===== src/rtl/adc_pkg.sv =====
// Shared constants for the ADC sample scheduler: word widths and FSM state encoding.
package adc_pkg;

    localparam int unsigned ADC_W = 10;
    localparam int unsigned ACC_W = 13;
    localparam int unsigned CNT_W = 4;

    localparam logic [1:0] ST_IDLE    = 2'd0;
    localparam logic [1:0] ST_ARMED   = 2'd1;
    localparam logic [1:0] ST_CONVERT = 2'd2;
    localparam logic [1:0] ST_PUBLISH = 2'd3;

    // Number of conversions averaged for a given oversample exponent.
    function automatic logic [CNT_W-1:0] osr_samples(input logic [1:0] osr);
        return CNT_W'(1) << osr;
    endfunction

endpackage


===== src/rtl/sample_tick_gen.sv =====
// Free-running sample-period counter; tick marks the last cycle of each period.
module sample_tick_gen #(
    parameter int unsigned PERIOD_W = 16
) (
    input  logic                clk,
    input  logic                rst_n,
    input  logic                enable_i,
    input  logic [PERIOD_W-1:0] period_i,
    output logic                tick_o
);

    logic [PERIOD_W-1:0] cnt_q, cnt_d;
    logic [PERIOD_W-1:0] period_eff;
    logic                last;

    always_comb begin
        period_eff = (period_i < PERIOD_W'(2)) ? PERIOD_W'(2) : period_i;
        // >= keeps the counter bounded if the period shrinks mid-count
        last       = (cnt_q >= period_eff - PERIOD_W'(1));
        tick_o     = enable_i & last;
        if (!enable_i || last) begin
            cnt_d = '0;
        end else begin
            cnt_d = cnt_q + PERIOD_W'(1);
        end
    end

    always_ff @(posedge clk or negedge rst_n) begin
        if (!rst_n) begin
            cnt_q <= '0;
        end else begin
            cnt_q <= cnt_d;
        end
    end

endmodule


===== src/rtl/adc_sample_scheduler.sv =====
// Schedules periodic ADC conversions, averages 2^osr results per channel and
// flags overruns and conversion timeouts.
module adc_sample_scheduler
    import adc_pkg::*;
#(
    parameter int unsigned PERIOD_W    = 16,
    parameter int unsigned TIMEOUT_CYC = 1024
) (
    input  logic                clk,
    input  logic                rst_n,
    input  logic                enable_i,
    input  logic [PERIOD_W-1:0] period_i,
    input  logic [1:0]          osr_i,
    input  logic                clear_i,
    output logic                start_o,
    input  logic                valid_i,
    input  logic [ADC_W-1:0]    ch0_word_i,
    input  logic [ADC_W-1:0]    ch1_word_i,
    output logic [ADC_W-1:0]    ch0_avg_o,
    output logic [ADC_W-1:0]    ch1_avg_o,
    output logic                avg_valid_o,
    output logic                overrun_o,
    output logic                timeout_o,
    output logic                busy_o
);

    localparam int unsigned WD_W = $clog2(TIMEOUT_CYC + 1);

    logic             tick;
    logic [1:0]       state_q, state_d;
    logic             start_q, start_d;
    logic             avg_valid_q, avg_valid_d;
    logic [ACC_W-1:0] acc0_q, acc0_d, acc1_q, acc1_d;
    logic [ACC_W-1:0] sum0, sum1;
    logic [CNT_W-1:0] smp_q, smp_d, smp_inc;
    logic [1:0]       osr_q, osr_d, osr_cur;
    logic [WD_W-1:0]  wd_q, wd_d;
    logic             wd_last;
    logic [ADC_W-1:0] ch0_avg_q, ch0_avg_d, ch1_avg_q, ch1_avg_d;
    logic             overrun_q, overrun_d, ovr_set;
    logic             timeout_q, timeout_d, to_set;

    sample_tick_gen #(
        .PERIOD_W (PERIOD_W)
    ) u_tick_gen (
        .clk      (clk),
        .rst_n    (rst_n),
        .enable_i (enable_i),
        .period_i (period_i),
        .tick_o   (tick)
    );

    always_comb begin
        // osr follows the input only while no average is in progress
        osr_cur = (smp_q == '0) ? osr_i : osr_q;
        osr_d   = osr_cur;
        sum0    = acc0_q + ACC_W'(ch0_word_i);
        sum1    = acc1_q + ACC_W'(ch1_word_i);
        smp_inc = smp_q + CNT_W'(1);
        wd_last = (wd_q == WD_W'(TIMEOUT_CYC - 1));

        state_d     = state_q;
        start_d     = 1'b0;
        avg_valid_d = 1'b0;
        acc0_d      = acc0_q;
        acc1_d      = acc1_q;
        smp_d       = smp_q;
        wd_d        = '0;
        ch0_avg_d   = ch0_avg_q;
        ch1_avg_d   = ch1_avg_q;
        ovr_set     = 1'b0;
        to_set      = 1'b0;

        if (!enable_i) begin
            state_d = ST_IDLE;
            acc0_d  = '0;
            acc1_d  = '0;
            smp_d   = '0;
        end else begin
            unique case (state_q)
                ST_IDLE: state_d = ST_ARMED;
                ST_ARMED: begin
                    if (tick) begin
                        start_d = 1'b1;
                        state_d = ST_CONVERT;
                    end
                end
                ST_CONVERT: begin
                    ovr_set = tick;
                    if (valid_i) begin
                        acc0_d = sum0;
                        acc1_d = sum1;
                        smp_d  = smp_inc;
                        if (smp_inc == osr_samples(osr_cur)) begin
                            // Averages are registered here so they are stable while avg_valid_o is high
                            ch0_avg_d   = ADC_W'(sum0 >> osr_cur);
                            ch1_avg_d   = ADC_W'(sum1 >> osr_cur);
                            avg_valid_d = 1'b1;
                            state_d     = ST_PUBLISH;
                        end else begin
                            state_d = ST_ARMED;
                        end
                    end else if (wd_last) begin
                        to_set  = 1'b1;
                        acc0_d  = '0;
                        acc1_d  = '0;
                        smp_d   = '0;
                        state_d = ST_ARMED;
                    end else begin
                        wd_d = wd_q + WD_W'(1);
                    end
                end
                ST_PUBLISH: begin
                    ovr_set = tick;
                    acc0_d  = '0;
                    acc1_d  = '0;
                    smp_d   = '0;
                    state_d = ST_ARMED;
                end
                default: state_d = ST_IDLE;
            endcase
        end

        overrun_d = (overrun_q & ~clear_i) | ovr_set;
        timeout_d = (timeout_q & ~clear_i) | to_set;
    end

    always_ff @(posedge clk or negedge rst_n) begin
        if (!rst_n) begin
            state_q     <= ST_IDLE;
            start_q     <= 1'b0;
            avg_valid_q <= 1'b0;
            acc0_q      <= '0;
            acc1_q      <= '0;
            smp_q       <= '0;
            osr_q       <= '0;
            wd_q        <= '0;
            ch0_avg_q   <= '0;
            ch1_avg_q   <= '0;
            overrun_q   <= 1'b0;
            timeout_q   <= 1'b0;
        end else begin
            state_q     <= state_d;
            start_q     <= start_d;
            avg_valid_q <= avg_valid_d;
            acc0_q      <= acc0_d;
            acc1_q      <= acc1_d;
            smp_q       <= smp_d;
            osr_q       <= osr_d;
            wd_q        <= wd_d;
            ch0_avg_q   <= ch0_avg_d;
            ch1_avg_q   <= ch1_avg_d;
            overrun_q   <= overrun_d;
            timeout_q   <= timeout_d;
        end
    end

    assign start_o     = start_q;
    assign avg_valid_o = avg_valid_q;
    assign ch0_avg_o   = ch0_avg_q;
    assign ch1_avg_o   = ch1_avg_q;
    assign overrun_o   = overrun_q;
    assign timeout_o   = timeout_q;
    assign busy_o      = (state_q == ST_CONVERT);

endmodule


===== config.mk =====
export PLATFORM = sky130hd
export DESIGN_NAME = adc_sample_scheduler
export DESIGN_NICKNAME = d
export VERILOG_FILES = /design/src/rtl/adc_pkg.sv /design/src/rtl/sample_tick_gen.sv /design/src/rtl/adc_sample_scheduler.sv
export SDC_FILE = /design/constraint.sdc
export NUM_CORES = 1
export LEC_CHECK = 0
export ABC_CLOCK_PERIOD_IN_PS = 3760
export BUFFER_PORTS_ARGS = -buffer_cell sky130_fd_sc_hd__buf_2
export CELL_PAD_IN_SITES_DETAIL_PLACEMENT = 0
export CELL_PAD_IN_SITES_GLOBAL_PLACEMENT = 1
export CORE_AREA = 2 2 124 126
export DETAILED_ROUTE_END_ITERATION = 8
export DIE_AREA = 0 0 126 128
export GPL_TIMING_DRIVEN = 1
export PLACE_DENSITY = 0.74
export SLEW_MARGIN = 20
export SYNTH_ARGS = -nofsm -noshare
export SYNTH_HDL_FRONTEND = slang
export SYNTH_HIERARCHICAL = 1
export SYNTH_SLANG_ARGS = --single-unit

===== constraint.sdc =====
create_clock -name clk -period 3.76 [get_ports clk]
set_clock_uncertainty 0.1 [all_clocks]
set_input_delay 0.564 -clock clk [delete_from_list [all_inputs] [get_ports clk]]
set_output_delay 0.564 -clock clk [all_outputs]
set_load 0.05 [all_outputs]

==> results.json, run 1 <==
{
  "htree_levels": 3,
  "start_util": 0.393,
  "wl_um": 14300,
  "postSynthCellCount": 649,
  "floorplan.rows": 45,
  "drt-initial-drc-count": 244,
  "use_met2": 0.302,
  "power_density_nw_per_um2": 301,
  "insertion_delay_ns": 0.34,
  "first_pass_iters": 4,
  "clkPwrFrac": 0.441,
  "drv_slew": 0,
  "place_hpwl_um": 10400,
  "report.final.setup_viol": 0,
  "critPathMaxStageDelay_ns": 0.39,
  "final_cell_mix": "dfrtp_1, nand2_1, buf_2",
  "worstPathArrival_ns": 3.66,
  "clk_pin_slew_ns": 0.07,
  "io_pins": 68,
  "grtUsageMet3": 0.0451,
  "fill_cells": 1435,
  "hold_viol_final": 0,
  "ir_worst_vdd_mv": 0.303,
  "cts_tree": "built",
  "nets": 811,
  "drc_errors": 0,
  "antenna_cells": 0,
  "grt_pass1_wl_um": 24200,
  "die-area_um2": 16100,
  "area.growth.synth_to_final_pct": 16.7,
  "numCtsBuffers": 9,
  "grt.busiest_layer": "met2",
  "grt_util_met1": 0.245,
  "yosys_warnings": 6,
  "criticalPathCategory": "in2reg",
  "fin_tns_setup_ns": 0,
  "die_width_um": 126,
  "holdWs_ns": 0.140,
  "layout_min_cycle_time_ns": 3.53,
  "synthFlopType": "dfrtp_1",
  "syn_area_um2": 5840,
  "ctsHoldBuffers": 0,
  "antenna_found_initial": 0,
  "hold_path.class": "in2async",
  "cp_slowest_cell": "or3_4",
  "tightest_slew_ns": 0.740,
  "gp_congestion": 0.863,
  "crit_required_ns": 3.89,
  "fin_cells": 918,
  "syn_avg_cell_area_um2": 9.00,
  "cts.path.max_buffers": 2,
  "wire_per_inst_um": 15.6,
  "p_int_mw": 1.52,
  "p_sw_frac": 0.259,
  "finalCritPeriodShare": 0.938,
  "grt_max_degree": 46,
  "ys_seq_area_frac": 0.364,
  "vias_per_cell": 5.54,
  "slew_headroom": 0.505,
  "synth.lib_cells_used.distinct": 73,
  "combPwrFrac": 0.109,
  "end_kind": "flip-flop",
  "cp-start-kind": "input port",
  "p_switching_mw": 0.531,
  "mappedNetlistNets": 735,
  "status": "finished clean",
  "layout_commonest_cell": "dfrtp_1",
  "crit_chain": "buf_2, or3_4, nor4_4, a21oi_1, ha_2, and4b_1, buf_4, buf_4, xnor2_1, ha_1, and4_1, o2111ai_1, o22ai_1, o21a_1, nand2_1, o211a_1",
  "drive_gt1_frac": 0.189,
  "synth-edff-count": 0,
  "clockRootBuffer": "clkbuf_16",
  "via_count": 5086,
  "detail-route-antenna-nets": 0,
  "core-area_um2": 14900,
  "gr-usage-all-layers": 0.184,
  "max_cap_violations": 0,
  "die_height_um": 128,
  "fmax_mhz": 284,
  "portBuffers": 67,
  "async_flop_share": 1.00,
  "grt_pass1_vias": 5010,
  "multi_input_area_um2": 3540,
  "grt_remaining_overflow": 0,
  "cp_max_fo": 4,
  "leakage_nw": 3.12,
  "crit_top_cell": "buf_4",
  "p_seq_frac": 0.450,
  "ff_latch_area_um2": 2130,
  "placed_cells": 901,
  "synth_seq_cells": 85,
  "cts.sinks": 85,
  "p_total_mw": 2.05
}
## metrics by stage
step | util | instance area [µm²] | setup slack, ns
3_5_place_dp | 0.437 | 6490 | -0.144
5_1_grt | 0.459 | 6820 | -0.0114
4_1_cts | 0.457 | 6800 | 0.212
6_report | 0.459 | 6820 | 0.235
3_3_place_gp | 0.437 | 6490 | -0.0480
2_1_floorplan | - | 5860 | 0.000818
## layer usage
| layer | up-vias | share of wire |
|---|---|---|
| met1 | 2424 | 0.48 |
| met2 | 119 | 0.46 |
| met3 | 19 | 0.048 |
| met5 | - | 0 |
| met4 | 0 | 0.016 |
| li1 | 2524 | - |
## flip-flops by register name, summed over array words and instances, names as in the netlist
register	cells
state_q	2
acc1_q	13
start_o	1
overrun_o	1
wd_q	11
ch0_avg_o	10
osr_q	2
smp_q	4
avg_valid_o	1
u_tick_gen/cnt_q	16
ch1_avg_o	10
timeout_o	1
acc0_q	13
## cells in the mapped netlist, types with 4 or more instances
cell / instances / area, µm²
a21o_1: 6 / 45.0
buf_2: 5 / 25.0
and2_1: 4 / 25.0
nand2b_1: 7 / 43.8
nor2b_1: 4 / 25.0
inv_1: 18 / 67.6
mux2i_1: 11 / 110
a211oi_1: 16 / 120
nand3_1: 22 / 110
nand2_1: 74 / 278
nor4_1: 5 / 31.3
xnor2_1: 32 / 280
o21ai_0: 42 / 210
o211ai_1: 10 / 75.1
nor2_1: 55 / 206
o21bai_1: 4 / 30.0
a21oi_1: 31 / 155
dfrtp_1: 85 / 2130
o31ai_1: 6 / 45.0
a31oi_1: 7 / 43.8
ha_1: 41 / 513
and3_1: 6 / 37.5
nor3_1: 27 / 135
a22o_1: 15 / 131
clkbuf_1: 18 / 67.6
mux2_2: 4 / 45.0
and4_1: 6 / 52.6
xor2_1: 20 / 175
nand4_1: 8 / 50.1
## critical path, delay by kind of cell
family / cells / cell delay (ns)
xor+xnor: 1 / 0.12
buf+inv: 3 / 0.36
compound gates: 5 / 0.83
simple gates: 5 / 1.25
fa+ha+maj: 2 / 0.53
## worst paths after layout
path | start | to | slack, ns | depth (start not counted)
max | period_i[15] | state_q[0]$_DFFE_PN0P_ | 0.23 | 16
min | rst_n | state_q[0]$_DFFE_PN0P_ | 0.14 | 1
max reg2reg | smp_q[0]$_DFFE_PN0P_ | ch0_avg_o[3]$_DFFE_PN0P_ | 0.67 | 11
min reg2reg | ch0_avg_o[0]$_DFFE_PN0P_ | ch0_avg_o[0]$_DFFE_PN0P_ | 0.38 | 2
max in group asynchronous | rst_n | acc0_q[2]$_DFFE_PN0P_ | 2.63 | 2
min in group clk | clear_i | timeout_o$_DFF_PN0_ | 0.33 | 2
## power groups by stage
stage / sequential, mW / clock [mW] / combinational (mW)
2_1_floorplan: 0.942 / 0 / 0.128
6_report: 0.924 / 0.905 / 0.224
4_1_cts: 0.924 / 0.935 / 0.225
3_3_place_gp: 0.942 / 0 / 0.219
5_1_grt: 0.925 / 0.968 / 0.253
3_5_place_dp: 0.942 / 0 / 0.224
## area by class of cell
cell class,count,area share
Inverter,21,0.0116
Timing Repair Buffer,92,0.0789
Clock inverter,7,0.0110
Multi-Input combinational cell,516,0.519
Tap cell,188,0.0345
Sequential cell,85,0.312
Clock buffer,9,0.0330
## repair_timing
item,4_1_cts,5_1_grt
buffers inserted,0,1
hold endpoints to repair,0,0
endpoints found under the setup margin,0,12
gates resized for setup,0,3
## cells by family after synthesis
kind of cell,share of synthesized area
AND/OR/NAND/NOR,0.198
AO/OA/AOI/OAI,0.198
flip-flops,0.364
XOR/XNOR,0.0780
buffers and inverters,0.0351
adder cells (fa/ha/maj),0.0947
multiplexers,0.0324
No activity file was read; power rests on OpenSTA's default activity.
==> run 2: changes to the inputs <==
--- a/config.mk
+++ b/config.mk
@@ -14,7 +14,6 @@
 export DIE_AREA = 0 0 126 128
 export GPL_TIMING_DRIVEN = 1
 export PLACE_DENSITY = 0.74
-export SLEW_MARGIN = 20
 export SYNTH_ARGS = -nofsm -noshare
 export SYNTH_HDL_FRONTEND = slang
 export SYNTH_HIERARCHICAL = 1
==> constraint.sdc (replaced) <==
create_clock -name clk -period 3.76 [get_ports clk]
set_clock_uncertainty 0.1 [all_clocks]
set_input_delay 0.376 -clock clk [delete_from_list [all_inputs] [get_ports clk]]
set_output_delay 0.376 -clock clk [all_outputs]
set_load 0.05 [all_outputs]
==> run 2 against run 1 <==
  * Clock power increased by 8.1%
  * Combinational power shrank 5%
  * Cell area decreased by 1.5%
  * Core utilization down 0.70 points
  * Critical endpoint unchanged
  * Highest routed layer unchanged
==> results.json, run 2 (same netlist as run 1, synthesis figures left out) <==
{
  "ir_worst_vdd_mv": 0.397,
  "cts.path.max_buffers": 2,
  "antenna_found_initial": 0,
  "insertion_delay_ns": 0.34,
  "power_density_nw_per_um2": 315,
  "start_util": 0.393,
  "layout_commonest_cell": "dfrtp_1",
  "drt-initial-drc-count": 312,
  "max_cap_violations": 0,
  "via_count": 5042,
  "largest_register_ff_count": 16,
  "fmax_mhz": 293,
  "cp-start-kind": "input port",
  "critPathMaxStageDelay_ns": 0.44,
  "post_cts_buffers": 0,
  "floorplan.rows": 45,
  "antenna_cells": 0,
  "worstPathArrival_ns": 3.55,
  "cp_max_fo": 4,
  "grt_max_degree": 65,
  "end_kind": "flip-flop",
  "die_width_um": 126,
  "timing.rr.start": "smp_q[0]$_DFFE_PN0P_",
  "leakage_nw": 3.07,
  "place_hpwl_um": 10200,
  "cts.sinks": 85,
  "wl_um": 14200,
  "drc_errors": 0,
  "area.growth.synth_to_final_pct": 15.0,
  "cp-startpoint": "period_i[12]",
  "clk_pin_slew_ns": 0.06,
  "fin_tns_setup_ns": 0,
  "portBuffers": 67,
  "die_height_um": 128,
  "tightest_slew_ns": 1.09,
  "hold_path.class": "in2async",
  "layout_min_cycle_time_ns": 3.41,
  "grt_remaining_overflow": 0,
  "criticalPathCategory": "in2reg",
  "regMostFlops": "u_tick_gen/cnt_q",
  "nets": 799,
  "drv_slew": 0,
  "setup_ws_ns": 0.347,
  "largestRegisters": "u_tick_gen/cnt_q: 16 flops, acc0_q: 13 flops, acc1_q: 13 flops",
  "cp_slowest_cell": "or3_1",
  "clockRootBuffer": "clkbuf_16",
  "crit_top_cell": "nand2_1",
  "crit_required_ns": 3.89,
  "cts_tree": "built",
  "hold_viol_final": 0,
  "grt_pass1_vias": 5011,
  "report.final.setup_viol": 0,
  "gr-usage-all-layers": 0.184,
  "ctsHoldBuffers": 0,
  "grt_pass1_wl_um": 24400,
  "cts_resized": 0,
  "gp_congestion": 0.829,
  "htree_levels": 3,
  "first_pass_iters": 7,
  "numCtsBuffers": 9,
  "die-area_um2": 16100,
  "status": "finished clean",
  "finalCritPeriodShare": 0.908,
  "slew_headroom": 0.273,
  "vias_per_cell": 5.57,
  "wire_per_inst_um": 15.7,
  "core-area_um2": 14900,
  "crit_chain": "buf_2, or3_1, nor4_4, nand2_1, nand2_1, ha_1, and4b_1, nand3_1, xor2_1, ha_1, and4_1, o2111ai_1, o22ai_1, o21a_1, nand2_1, o211a_1",
  "rsz0062_at_grt": "false",
  "final_cell_mix": "dfrtp_1, nand2_1, buf_2",
  "detail-route-antenna-nets": 0,
  "drive_gt1_frac": 0.163,
  "place_ws_ns": 0.0226,
  "io_pins": 68
}
==> run 2: power breakdown <==
| part | switching, mW | total, mW | internal, mW |
|---|---|---|---|
| Combinational | 0.134 | 0.213 | 0.0790 |
| Sequential | 0.00588 | 0.925 | 0.919 |
| Clock | 0.362 | 0.978 | 0.616 |
==> run 2: metal layers <==
| layer | part of all wire | vias up | GRT usage |
|---|---|---|---|
| met1 | 0.48 | 2428 | 0.251 |
| met2 | 0.46 | 98 | 0.297 |
| met4 | 0.012 | 0 | 0.0420 |
| met5 | 0 | - | 0 |
| met3 | 0.046 | 16 | 0.0480 |
| li1 | - | 2500 | - |
==> run 2: critical path: cells and delay by family <==
family | cells | cell delay (ns)
adder cells (fa/ha/maj) | 2 | 0.52
AO/OA/AOI/OAI | 4 | 0.73
buffers and inverters | 1 | 0.11
AND/OR/NAND/NOR | 8 | 1.64
XOR/XNOR | 1 | 0.16
==> run 2: path summary, 6_finish.rpt <==
kind                                                  to  depth (start not counted)  slack [ns]
setup / recovery                  state_q[0]$_DFFE_PN0P_                         16        0.35
hold / removal                     acc1_q[3]$_DFFE_PN0P_                          1        0.02
setup reg to reg                ch1_avg_o[3]$_DFFE_PN0P_                         11        0.80
hold reg to reg                 ch1_avg_o[2]$_DFFE_PN0P_                          1        0.38
max in group asynchronous  u_tick_gen/cnt_q[2]$_DFF_PN0_                          2        2.70
min in group clk                     timeout_o$_DFF_PN0_                          2        0.14
==> run 2: area by class of cell <==
type | count | area, µm²
Timing Repair Buffer | 80 | 435
Inverter | 21 | 78.8
Sequential cell | 85 | 2130
Tap cell | 188 | 235
Clock inverter | 3 | 68.8
Clock buffer | 12 | 256
Multi-Input combinational cell | 516 | 3510
Fill cell | 1473 | 8150
==> run 2: stage by stage <==
step / instances / area [µm²] / hold WS (ns) / util / power [mW]
final: 905 / 6710 / 0.0165 / 0.452 / 2.12
after global placement: 890 / 6390 / 0.359 / 0.430 / 1.15
after detailed placement: 890 / 6390 / 0.365 / 0.430 / 1.16
after floorplan: 649 / 5840 / -0.0196 / - / 1.07
after global routing: 905 / 6710 / 0.107 / 0.452 / 2.21
after CTS: 905 / 6710 / 0.0706 / 0.452 / 2.14
==> run 3: changes to the inputs <==
--- a/config.mk
+++ b/config.mk
@@ -6,7 +6,7 @@
 export NUM_CORES = 1
 export LEC_CHECK = 0
 export ABC_CLOCK_PERIOD_IN_PS = 3760
-export BUFFER_PORTS_ARGS = -buffer_cell sky130_fd_sc_hd__buf_2
+export BUFFER_PORTS_ARGS = -buffer_cell sky130_fd_sc_hd__buf_4
 export CELL_PAD_IN_SITES_DETAIL_PLACEMENT = 0
 export CELL_PAD_IN_SITES_GLOBAL_PLACEMENT = 1
 export CORE_AREA = 2 2 124 126
==> run 3 against run 2 <==
  * Clock power shrank 7.1%
  * First-iteration DRC count up 3.2%
  * Hold slack better by 0.013 ns
  * Register-to-register slack worse by 0.13 ns
  * Maximum frequency is 0.18% higher
  * Die area stayed put
  * Sequential power about the same
  * Critical endpoint unchanged
  * Largest cell class unchanged
  * Largest power group is now sequential cells
==> results.json, run 3 (same netlist as run 1, synthesis figures left out) <==
{
  "setup_ws_ns": 0.353,
  "holdWs_ns": 0.0296,
  "worstPathArrival_ns": 3.55,
  "start_util": 0.393,
  "cts.path.max_buffers": 2,
  "cts_tree": "built",
  "slew_headroom": 0.256,
  "power_density_nw_per_um2": 300,
  "placed_cells": 891,
  "core-area_um2": 14900,
  "area.growth.synth_to_final_pct": 17.5,
  "drc_errors": 0,
  "status": "finished clean",
  "place_hpwl_um": 10200,
  "finalCritPeriodShare": 0.906,
  "post_cts_buffers": 0,
  "max_cap_violations": 0,
  "largestRegisters": "u_tick_gen/cnt_q: 16 flops, acc0_q: 13 flops, acc1_q: 13 flops",
  "hold_path.class": "in2async",
  "ir_worst_vdd_mv": 0.223,
  "hold_viol_final": 0,
  "routed-wl-met3_um": 675,
  "cp-start-kind": "input port",
  "cts.sinks": 85,
  "wire_per_inst_um": 15.6,
  "ctsHoldBuffers": 0,
  "wl_um": 14200,
  "timing.rr.start": "smp_q[0]$_DFFE_PN0P_",
  "die_height_um": 128,
  "drive_gt1_frac": 0.166,
  "clk_pin_slew_ns": 0.06,
  "antenna_found_initial": 0,
  "grt_max_degree": 69,
  "grt_pass1_vias": 4936,
  "grt_pass1_wl_um": 24000,
  "final_cell_mix": "dfrtp_1, buf_4, nand2_1",
  "gp_congestion": 0.811,
  "numCtsBuffers": 9,
  "p_switching_mw": 0.514,
  "p_total_mw": 2.06,
  "drv_slew": 0,
  "gr-usage-all-layers": 0.182,
  "grt_remaining_overflow": 0,
  "cts_resized": 0,
  "via_count": 4986,
  "first_pass_iters": 5,
  "end_kind": "flip-flop",
  "reg2reg_slack_ns": 0.67,
  "crit_top_cell": "nand2_1",
  "cp_slowest_cell": "or3_1",
  "leakage_nw": 3.10,
  "insertion_delay_ns": 0.35,
  "rsz0062_at_grt": "false",
  "floorplan.rows": 45,
  "drt-initial-drc-count": 322,
  "fmax_mhz": 293,
  "rr_endpoint": "ch0_avg_o[3]$_DFFE_PN0P_",
  "cp_max_fo": 4,
  "tightest_slew_ns": 1.11,
  "io_pins": 68,
  "p_int_mw": 1.54,
  "combPwrFrac": 0.109,
  "portBuffers": 67,
  "r2r_cells": 11,
  "htree_levels": 3,
  "die-area_um2": 16100,
  "drt-met1-wl_um": 6830,
  "layout_commonest_cell": "dfrtp_1",
  "vias_per_cell": 5.50,
  "die_width_um": 126,
  "detail-route-antenna-nets": 0,
  "criticalPathCategory": "in2reg",
  "largest_register_ff_count": 16,
  "critPathMaxStageDelay_ns": 0.44,
  "antenna_cells": 0,
  "path_buf_inv": 1,
  "p_sw_frac": 0.250,
  "crit_chain": "buf_4, or3_1, nor4_4, nand2_1, nand2_1, ha_1, and4b_1, nand3_1, xor2_1, ha_1, and4_1, o2111ai_1, o22ai_1, o21a_1, nand2_1, o211a_1",
  "layout_min_cycle_time_ns": 3.41,
  "critPathTopFamily": "simple AND/OR/NAND/NOR gates",
  "report.final.setup_viol": 0,
  "regMostFlops": "u_tick_gen/cnt_q",
  "fin_tns_setup_ns": 0,
  "p_seq_frac": 0.450,
  "nets": 800,
  "clkPwrFrac": 0.442,
  "topRoutingLayerUsed": "met4",
  "clockRootBuffer": "clkbuf_16",
  "fin_cells": 907,
  "crit_required_ns": 3.90,
  "place_ws_ns": 0.0151,
  "met2_wirelength_um": 6390
}
[run 3: changes by cell type in the layout (fill, tap and decap cells not counted), sizes merged]
cell	previous run	this run
bufinv	2	1
clkinv	1	3
buf	80	81
clkinvlp	0	1
clkbuf	12	11
[run 3: metal layers]
| metal | vias to the layer above | global-route usage |
|---|---|---|
| li1 | 2501 | - |
| met5 | - | 0 |
| met4 | 0 | 0.0685 |
| met1 | 2358 | 0.245 |
| met3 | 17 | 0.0388 |
| met2 | 110 | 0.289 |
[run 3: stage by stage]
step,area [µm²],utilization
2_1_floorplan,5840,-
3_3_place_gp,6560,0.441
3_5_place_dp,6560,0.441
4_1_cts,6860,0.462
5_1_grt,6860,0.462
6_report,6860,0.462
[run 3: worst max path at each step]
stage                       from                              to  slack [ns]  cells past startpoint
CTS                 period_i[12]          state_q[0]$_DFFE_PN0P_        0.38                     16
global route        period_i[12]          state_q[0]$_DFFE_PN0P_        0.09                     16
detailed placement  period_i[12]          state_q[0]$_DFFE_PN0P_        0.02                     16
floorplan           period_i[12]  u_tick_gen/cnt_q[10]$_DFF_PN0_        0.12                     14
finish              period_i[12]          state_q[0]$_DFFE_PN0P_        0.35                     16
global placement    period_i[12]          state_q[0]$_DFFE_PN0P_        0.08                     16
[run 3: worst reg2reg max path, stage by stage, from the launching register on]
cell and delay, ns:
dfrtp_1 0.47, inv_1 0.09, ha_1 0.14, nor3b_4 0.28, mux2i_2 0.29, buf_4 0.36
nor2_1 0.09, o211a_1 0.24, o221ai_2 0.17, buf_4 0.26, inv_2 0.16, mux2_1 0.33
[run 3: area by class of cell]
type | instances | area, µm²
fillers | 1445 | 8000
multi-input cells | 516 | 3510
flip-flops and latches | 85 | 2130
repair buffers | 81 | 608
clock buffers | 11 | 243
well taps | 188 | 235
inverters | 21 | 78.8
clock inverters | 5 | 60.1
[run 3: power groups by stage]
stage          Clock, mW  Combinational (mW)  Sequential [mW]
3_3_place_gp           0               0.222            0.942
3_5_place_dp           0               0.226            0.942
5_1_grt            0.980               0.253            0.925
6_report           0.909               0.224            0.925
4_1_cts            0.946               0.227            0.925
2_1_floorplan          0               0.126            0.942
